## config.mk

```make
export PLATFORM = sky130hd
export DESIGN_NAME = ext_trigger_bridge
export DESIGN_NICKNAME = d
export VERILOG_FILES = /design/src/rtl/ext_trigger_bridge.sv
export SDC_FILE = /design/constraint.sdc
export NUM_CORES = 1
export LEC_CHECK = 0
export CAP_MARGIN = 40
export CORE_MARGIN = 5
export CORE_UTILIZATION = 30
export DETAILED_ROUTE_END_ITERATION = 6
export SETUP_SLACK_MARGIN = 0.02
export SYNTH_ARGS = -nofsm -noshare
export SYNTH_HDL_FRONTEND = slang
export SYNTH_SLANG_ARGS = --single-unit
```

## constraint.sdc

```tcl
create_clock -name clk -period 5.3 [get_ports clk]
set_input_delay 0.53 -clock clk [delete_from_list [all_inputs] [get_ports clk]]
set_output_delay 0.53 -clock clk [all_outputs]
set_load 0.02 [all_outputs]
```

## src/rtl/ext_trigger_bridge.sv

```systemverilog
// ---------------------------------------------------------------------------
// ext_trigger_bridge
//   Bridges the debug trigger unit's external-trigger lines to the outside
//   world (CTI / other harts) over asynchronous 4-phase req/ack handshakes.
//
//   Inbound:  trig_in_req_i is synchronised. Each handshake produces at most
//             one single-cycle pulse on ext_trigger_o. No pulse is produced
//             when trig_in_mask_i was set as the handshake started.
//   Outbound: rising edges of core_ext_trigger_i are counted per channel.
//             One full req/ack handshake is sent for each counted event.
//
// Ports
//   clk                 core clock
//   reset_n             asynchronous active-low reset
//   trig_in_req_i       async inbound requests              [NUM_IN]
//   trig_in_ack_o       inbound acks, registered            [NUM_IN]
//   trig_in_mask_i      1 = complete handshake without pulse [NUM_IN]
//   ext_trigger_o       1-cycle pulse to the trigger unit   [NUM_IN]
//   core_ext_trigger_i  trigger unit outputs, sync level    [NUM_OUT]
//   trig_out_req_o      outbound requests, registered       [NUM_OUT]
//   trig_out_ack_i      async outbound acks                 [NUM_OUT]
//   trig_out_clear_i    zero pending counters and overflow flags
//   trig_out_pending_o  queued, not-yet-sent events         [NUM_OUT][PEND_W]
//   trig_out_overflow_o sticky: event lost at saturation    [NUM_OUT]
//
// Inbound FSM (per channel)
//   state       | meaning
//   IN_IDLE     | waiting for the synchronised req to rise, ack low
//   IN_ACK      | req seen, ack high, waiting for the req to fall
//
// Outbound FSM (per channel)
//   state       | meaning
//   OUT_IDLE    | req low; starts a handshake when events are pending
//   OUT_REQ     | req high, waiting for the synchronised ack to rise
//   OUT_RELEASE | req low, waiting for the synchronised ack to fall
// ---------------------------------------------------------------------------
module ext_trigger_bridge #(
  parameter int NUM_IN      = 4,
  parameter int NUM_OUT     = 2,
  parameter int SYNC_STAGES = 2,
  parameter int PEND_W      = 4
) (
  input  logic                            clk,
  input  logic                            reset_n,
  input  logic [NUM_IN-1:0]               trig_in_req_i,
  output logic [NUM_IN-1:0]               trig_in_ack_o,
  input  logic [NUM_IN-1:0]               trig_in_mask_i,
  output logic [NUM_IN-1:0]               ext_trigger_o,
  input  logic [NUM_OUT-1:0]              core_ext_trigger_i,
  output logic [NUM_OUT-1:0]              trig_out_req_o,
  input  logic [NUM_OUT-1:0]              trig_out_ack_i,
  input  logic                            trig_out_clear_i,
  output logic [NUM_OUT-1:0][PEND_W-1:0]  trig_out_pending_o,
  output logic [NUM_OUT-1:0]              trig_out_overflow_o
);

  localparam logic [PEND_W-1:0] PEND_MAX = '1;
  localparam logic [PEND_W-1:0] PEND_ONE = PEND_W'(1);

  typedef enum logic {
    IN_IDLE = 1'b0,
    IN_ACK  = 1'b1
  } in_state_e;

  typedef enum logic [1:0] {
    OUT_IDLE    = 2'd0,
    OUT_REQ     = 2'd1,
    OUT_RELEASE = 2'd2
  } out_state_e;

  // -------------------------------------------------------------------------
  // Synchronisers for the asynchronous req (inbound) and ack (outbound) lines
  // -------------------------------------------------------------------------
  logic [NUM_IN-1:0]  in_sync_q  [SYNC_STAGES];
  logic [NUM_OUT-1:0] ack_sync_q [SYNC_STAGES];
  logic [NUM_IN-1:0]  in_s;
  logic [NUM_OUT-1:0] out_a;

  always_ff @(posedge clk or negedge reset_n) begin
    if (!reset_n) begin
      for (int i = 0; i < SYNC_STAGES; i++) begin
        in_sync_q[i]  <= '0;
        ack_sync_q[i] <= '0;
      end
    end else begin
      in_sync_q[0]  <= trig_in_req_i;
      ack_sync_q[0] <= trig_out_ack_i;
      for (int i = 1; i < SYNC_STAGES; i++) begin
        in_sync_q[i]  <= in_sync_q[i-1];
        ack_sync_q[i] <= ack_sync_q[i-1];
      end
    end
  end

  assign in_s  = in_sync_q[SYNC_STAGES-1];
  assign out_a = ack_sync_q[SYNC_STAGES-1];

  // -------------------------------------------------------------------------
  // Inbound handshake FSMs
  // -------------------------------------------------------------------------
  in_state_e         in_state_q [NUM_IN];
  in_state_e         in_state_d [NUM_IN];
  logic [NUM_IN-1:0] in_pulse_d;

  always_comb begin
    in_pulse_d = '0;
    for (int i = 0; i < NUM_IN; i++) begin
      in_state_d[i] = in_state_q[i];
      case (in_state_q[i])
        IN_IDLE: begin
          if (in_s[i]) begin
            in_state_d[i] = IN_ACK;
            // mask only matters at the start of a handshake
            in_pulse_d[i] = ~trig_in_mask_i[i];
          end
        end
        IN_ACK: begin
          if (!in_s[i]) begin
            in_state_d[i] = IN_IDLE;
          end
        end
        default: in_state_d[i] = IN_IDLE;
      endcase
    end
  end

  always_ff @(posedge clk or negedge reset_n) begin
    if (!reset_n) begin
      for (int i = 0; i < NUM_IN; i++) begin
        in_state_q[i] <= IN_IDLE;
      end
      trig_in_ack_o <= '0;
      ext_trigger_o <= '0;
    end else begin
      for (int i = 0; i < NUM_IN; i++) begin
        in_state_q[i]    <= in_state_d[i];
        trig_in_ack_o[i] <= (in_state_d[i] == IN_ACK);
      end
      ext_trigger_o <= in_pulse_d;
    end
  end

  // -------------------------------------------------------------------------
  // Outbound event capture, pending counters and handshake FSMs
  // -------------------------------------------------------------------------
  out_state_e                      out_state_q [NUM_OUT];
  out_state_e                      out_state_d [NUM_OUT];
  logic [NUM_OUT-1:0]              core_d_q;
  logic [NUM_OUT-1:0]              ev;
  logic [NUM_OUT-1:0]              dep;
  logic [NUM_OUT-1:0][PEND_W-1:0]  pend_d;
  logic [NUM_OUT-1:0]              ovf_d;

  // A held level counts as a single event.
  assign ev = core_ext_trigger_i & ~core_d_q;

  always_comb begin
    dep    = '0;
    pend_d = trig_out_pending_o;
    ovf_d  = trig_out_overflow_o;
    for (int i = 0; i < NUM_OUT; i++) begin
      out_state_d[i] = out_state_q[i];
      case (out_state_q[i])
        OUT_IDLE: begin
          // a stale ack from the far side must be gone before a new req
          if ((trig_out_pending_o[i] != '0) && !out_a[i]) begin
            out_state_d[i] = OUT_REQ;
            dep[i]         = 1'b1;
          end
        end
        OUT_REQ: begin
          if (out_a[i]) begin
            out_state_d[i] = OUT_RELEASE;
          end
        end
        OUT_RELEASE: begin
          if (!out_a[i]) begin
            out_state_d[i] = OUT_IDLE;
          end
        end
        default: out_state_d[i] = OUT_IDLE;
      endcase

      // Clear wins over counting, but an event in the clear cycle survives.
      // A departure in that cycle still goes ahead; its event is dropped
      // along with the rest of the queue.
      if (trig_out_clear_i) begin
        pend_d[i] = ev[i] ? PEND_ONE : '0;
        ovf_d[i]  = 1'b0;
      end else if (ev[i] && !dep[i]) begin
        if (trig_out_pending_o[i] == PEND_MAX) begin
          ovf_d[i] = 1'b1;
        end else begin
          pend_d[i] = trig_out_pending_o[i] + PEND_ONE;
        end
      end else if (!ev[i] && dep[i]) begin
        pend_d[i] = trig_out_pending_o[i] - PEND_ONE;
      end
    end
  end

  always_ff @(posedge clk or negedge reset_n) begin
    if (!reset_n) begin
      for (int i = 0; i < NUM_OUT; i++) begin
        out_state_q[i] <= OUT_IDLE;
      end
      core_d_q            <= '0;
      trig_out_req_o      <= '0;
      trig_out_pending_o  <= '0;
      trig_out_overflow_o <= '0;
    end else begin
      for (int i = 0; i < NUM_OUT; i++) begin
        out_state_q[i]    <= out_state_d[i];
        trig_out_req_o[i] <= (out_state_d[i] == OUT_REQ);
      end
      core_d_q            <= core_ext_trigger_i;
      trig_out_pending_o  <= pend_d;
      trig_out_overflow_o <= ovf_d;
    end
  end

endmodule

```

### Word-level counts from Yosys, hierarchy flattened

Index checks and enable logic that the tools add are counted.

* flip-flop bits (word level): 42
* bits of input ports: 15
* output and inout bits: 20
* logic and storage cells: 104

* add/sub/neg operators: 4
* eq/ne operators: 10
* muxes and demuxes: 40
* bitwise logic cells: 6
* reductions and logical operators: 26

Operator list (number)
* 4-bit two-way mux: 8
* 1-bit two-way mux: 24
* 2-bit two-way mux: 6
* 2-bit one-hot mux with 3 select lines: 2
* 4-bit by 1-bit adder with 4-bit output, second input constant: 2
* 2-bit by 1-bit == test with 1-bit output, second input constant: 4
* 4-bit == test, second input constant: 2
* 2-bit AND reduction: 4
* 2-bit nonzero test: 4
* 4-bit nonzero test: 2
* 4-bit by 1-bit subtractor with 4-bit output, second input constant: 2
* 1-bit logical AND: 6
* 1-bit zero test: 6
* 3-bit != test, second input constant: 2
* 3-bit nonzero test: 2
* 2-bit == test, second input constant: 2
* 2-bit zero test: 2
* 1-bit NOT: 4
* 2-bit AND: 1
* 2-bit NOT: 1

### Depth between registers and ports, before layout

* depth in word-level cells: 8
* mapped depth: 8

### Worst setup path before layout

No wires, ideal clock.

* kind: flip-flop to flip-flop
* start: register trig_out_pending_o[1] (netlist bit)
* end: register trig_out_pending_o[3] (netlist bit)
* arrival time: 2.402 ns
* required time: 5.175 ns
* path slack: 2.774 ns
* cell stages (with the launch flop): 9
* path buffers: 0
* cells stage by stage: dfrtp_1 -> or4_4 -> a21oi_1 -> inv_1 -> ha_1 -> o21ai_0 -> and3b_1 -> mux2i_1 -> mux2_2

* cells in the longest elaborated chain, start to end: 8
* elaborated cells between the ends (all ways): 17
* classes of those cells: 2 x add/sub; 2 x eq/ne; 6 x mux; 7 x reduce/logical

Ends and longest elaborated chain
* start: declaration: line 53 `output logic [NUM_OUT-1:0][PEND_W-1:0] trig_out_pending_o,`
* start signal: assignment: line 217 `trig_out_pending_o <= pend_d;`
* 4-bit nonzero test: line 166 `if ((trig_out_pending_o[i] != '0) && !out_a[i]) begin`
* 1-bit logical AND: line 166
* 1-bit two-way mux: line 166
* 1-bit two-way mux: line 163 `case (out_state_q[i])`
* 1-bit zero test: line 190 `end else if (ev[i] && !dep[i]) begin`
* 1-bit logical AND: line 190
* 3-bit != test (no source line) (tied with other cells)
* 2-bit AND reduction (no source line) or 4-bit two-way mux (tied branches)

Several ways; a longest one is shown, not always the timed one. The select of a mux whose other input is x is not followed.
A chain may end at the register's enable or synchronous reset.

### Worst setup path after layout

* start: register trig_out_pending_o[5] (netlist bit)
* end: register trig_out_pending_o[7] (netlist bit)

The elaborated chain is that of the path after synthesis.

==> impl_metrics.json <==
{
  "worst-r2r-cell-count": 8,
  "timing.critical_path.max_delay_family": "simple AND/OR/NAND/NOR gates",
  "worstSetupEndpointType": "flop",
  "ctsRootBufferMaster": "sky130_fd_sc_hd__clkbuf_8",
  "routed_via_density": 4.809,
  "num-nets-final": 183,
  "pwr-share-comb": 0.340,
  "power.clock.fraction": 0.276,
  "p_sw_frac": 0.3215,
  "maxCapViolations": 0,
  "fin_skew_ps": 4.459,
  "post_cts_hold_buffer_count": 0,
  "fp.dieArea_um2": 6686,
  "first_global_vias": 1224,
  "rr_endpoint": "trig_out_pending_o[7]$_DFFE_PN0P_",
  "cp_num_buf_inv": 1,
  "share_of_layout_cells_above_drive_strength_1": 0.1030,
  "antenna_cells_inserted": 0,
  "post-synth-top-area-cell": "sky130_fd_sc_hd__dfrtp_1",
  "power.ir.vdd_worst_mv": 0.1769,
  "final_report_setup_violation_count": 0,
  "cts.clk_slew.worst_paths_ps": 80,
  "htreeDepth": 2,
  "wire_per_inst_um": 13.37,
  "place_inst": 227,
  "number_of_antenna_violations_at_the_first_check_in_global_routing": 0,
  "ant_nets": 0,
  "grt.overflow.total": 0,
  "multi_input_area_um2": 579.3,
  "syn2layout_area_growth_pct": 36.03,
  "commonest_cells_after_routing_fill_and_taps_aside": "sky130_fd_sc_hd__dfrtp_1, sky130_fd_sc_hd__clkdlybuf4s50_1, sky130_fd_sc_hd__o21ai_0, sky130_fd_sc_hd__nor2_1, sky130_fd_sc_hd__nor3_1",
  "num_io_pins": 35,
  "holdWs_ps": 328.9,
  "fillerInstances": 488,
  "synth.net_count": 143,
  "cp_data_arrival_time_ps": 2830,
  "drt_drc_violations_left": 0,
  "synth_cell_types": 30,
  "cts.sinks": 38,
  "timing_worst_slew_pin_value_ps": 807.6,
  "leakage_nw": 0.8899,
  "area.sequential_um2": 950.9,
  "timing.hold.worst.class": "in2async",
  "synthesis.yosys.warnings": 0,
  "synth_top_area_share": 0.6154,
  "route.final.wire_length_um": 3141,
  "cp_data_required_time_ps": 5480,
  "layout_worst_path_cycle_share": 0.5005,
  "die_height_um": 81.77,
  "regToRegStartpoint": "trig_out_pending_o[5]$_DFFE_PN0P_",
  "crit_path_start_kind": "flop",
  "hold_viol_final": 0,
  "finalSetupTns_ps": 0,
  "place.port_buffers": 34,
  "run_status": "completed",
  "worstPathCellList": "or4_4 > a21oi_1 > inv_1 > ha_1 > o21ai_0 > and3b_1 > mux2i_1 > mux2_2",
  "grt_usage": 0.1071,
  "instances_no_fill": 235,
  "std_cell_rows": 26,
  "largest_net_degree_at_the_start_of_global_routing": 39,
  "final_core_utilization": 0.4169,
  "core_um2": 5042,
  "final_period_minus_worst_setup_slack_ps": 2653,
  "vias_post_dr": 1130,
  "ys_top_cells_by_area": "sky130_fd_sc_hd__dfrtp_1, sky130_fd_sc_hd__ha_1, sky130_fd_sc_hd__o21ai_0",
  "place_hpwl_um": 2258,
  "starting_density_of_the_core": 0.3065,
  "post_cts.repair.setup_buffers": 0,
  "routabilityCongestion": 0.8105,
  "sequentialPowerShare": 0.384,
  "die_w_um": 81.77,
  "cts-buffers-inserted": 5,
  "synth-seq-cells": 38,
  "timing.final.max_slew_violations": 0,
  "power-per-cell-area_nw_per_um2": 501.2,
  "slowest_delay_ps": 580,
  "achievable-frequency_mhz": 376.9,
  "sequential_fraction_of_the_synthesis_area": 0.6154,
  "layout_commonest_cell": "sky130_fd_sc_hd__dfrtp_1",
  "mappedNetlistArea_um2": 1545,
  "ff2ff_setup_slack_ps": 2650,
  "first_iter_violations": 58,
  "syn_area_cell_um2": 12.46,
  "cts_resized": 0,
  "grt_first_pass_wirelength_um": 5451,
  "critPathKind": "reg2reg",
  "setup_repair_after_global_routing_missed_its_margin": "no",
  "tritoncts": "yes",
  "drt-pass1-iter-count": 4,
  "path_max_fanout": 9,
  "insertion_delay_ps": 280,
  "clockBufferDepth": 2,
  "worst_path_max_delay_cell": "sky130_fd_sc_hd__or4_4",
  "net-switching-power_uw": 338.7,
  "internal_power_uw": 714.8,
  "slew-limit-headroom": 0.4616,
  "synthCells": 124
}
## Yosys cell counts
cell,n
sky130_fd_sc_hd__o21ai_0,10
sky130_fd_sc_hd__dfrtp_1,38
sky130_fd_sc_hd__a31oi_1,2
sky130_fd_sc_hd__and3b_1,2
sky130_fd_sc_hd__and4_2,1
sky130_fd_sc_hd__and4_1,1
sky130_fd_sc_hd__or4_4,2
sky130_fd_sc_hd__nor4b_1,2
sky130_fd_sc_hd__nor3b_1,4
sky130_fd_sc_hd__mux2i_1,2
sky130_fd_sc_hd__mux2_2,2
sky130_fd_sc_hd__a211oi_1,4
sky130_fd_sc_hd__nand2_1,2
sky130_fd_sc_hd__nand2b_1,2
sky130_fd_sc_hd__xor2_1,4
sky130_fd_sc_hd__a31o_2,1
sky130_fd_sc_hd__nor3_1,8
sky130_fd_sc_hd__or3_1,2
sky130_fd_sc_hd__or4b_1,2
sky130_fd_sc_hd__and3_4,2
sky130_fd_sc_hd__clkbuf_1,1
sky130_fd_sc_hd__and2_1,2
sky130_fd_sc_hd__a21oi_1,6
sky130_fd_sc_hd__or3b_1,2
sky130_fd_sc_hd__inv_1,3
sky130_fd_sc_hd__ha_1,4
sky130_fd_sc_hd__nor2_1,8
sky130_fd_sc_hd__a31o_1,1
sky130_fd_sc_hd__xnor2_1,2
sky130_fd_sc_hd__nor2b_1,2
## routing by layer
| metal | share of wire | track usage |
|---|---|---|
| met1 | 0.41 | 0.1145 |
| met2 | 0.51 | 0.1858 |
| met3 | 0.062 | 0.04605 |
| met4 | 0.018 | 0.04153 |
| met5 | 0 | 0 |
## area by class of cell
class | count | area share
clock inverters | 3 | 0.03274
repair buffers | 34 | 0.1595
inverters | 3 | 0.005357
clock buffers | 5 | 0.03274
well taps | 70 | 0.04167
flip-flops and latches | 38 | 0.4524
multi-input cells | 82 | 0.2756
## state kept, by name, summed over array words and instances (netlist names)
| name | cells |
|---|---|
| trig_in_ack_o | 3 |
| trig_out_overflow_o | 2 |
| trig_out_pending_o | 8 |
| in_sync_q | 4 |
| ext_trigger_o | 4 |
| out_state_q | 4 |
| core_d_q | 2 |
| trig_out_req_o | 2 |
| out_a | 2 |
| in_state_q | 1 |
| in_s | 4 |
| ack_sync_q | 2 |
## power groups by stage
stage	Clock (mW)	Sequential (mW)	Combinational (mW)
finish	0.291	0.405	0.358
global route	0.315	0.414	0.396
global placement	0	0.405	0.347
detailed placement	0	0.409	0.356
CTS	0.300	0.404	0.362
floorplan	0	0.435	0.196
## worst register-to-register path: stages (launching register included)
cell	delay (ps)
sky130_fd_sc_hd__dfrtp_1	480
sky130_fd_sc_hd__or4_4	590
sky130_fd_sc_hd__a21oi_1	310
sky130_fd_sc_hd__inv_1	80
sky130_fd_sc_hd__ha_1	330
sky130_fd_sc_hd__o21ai_0	90
sky130_fd_sc_hd__and3b_1	180
sky130_fd_sc_hd__mux2i_1	140
sky130_fd_sc_hd__mux2_2	340
## logic make-up after synthesis
logic type | after synthesis | synth area share
AO/OA/AOI/OAI | 24 | 0.09069
XOR/XNOR | 6 | 0.03401
adder cells (fa/ha/maj) | 4 | 0.03239
buffers and inverters | 4 | 0.009714
flip-flops | 38 | 0.6154
multiplexers | 4 | 0.02753
AND/OR/NAND/NOR | 44 | 0.1903
## worst max path at each step
stage	from	endpoint	slack, ps	depth (start not counted)
6_report	trig_out_pending_o[5]$_DFFE_PN0P_	trig_out_pending_o[7]$_DFFE_PN0P_	2650	8
5_1_grt	trig_out_pending_o[1]$_DFFE_PN0P_	trig_out_pending_o[3]$_DFFE_PN0P_	2540	8
4_1_cts	trig_out_pending_o[5]$_DFFE_PN0P_	trig_out_pending_o[7]$_DFFE_PN0P_	2660	8
3_5_place_dp	core_ext_trigger_i[1]	trig_out_pending_o[7]$_DFFE_PN0P_	2500	9
3_3_place_gp	core_ext_trigger_i[1]	trig_out_pending_o[7]$_DFFE_PN0P_	2570	9
2_1_floorplan	trig_out_pending_o[1]$_DFFE_PN0P_	trig_out_pending_o[3]$_DFFE_PN0P_	2770	8
## metrics by stage
stage / power [mW] / instance area [µm²] / setup slack (ps)
global route: 1.125 / 2102 / 2536
finish: 1.053 / 2102 / 2647
floorplan: 0.6315 / 1545 / 2774
CTS: 1.066 / 2102 / 2656
global placement: 0.7524 / 1964 / 2566
detailed placement: 0.7650 / 1964 / 2501
Power figures use the tool's default switching activity.
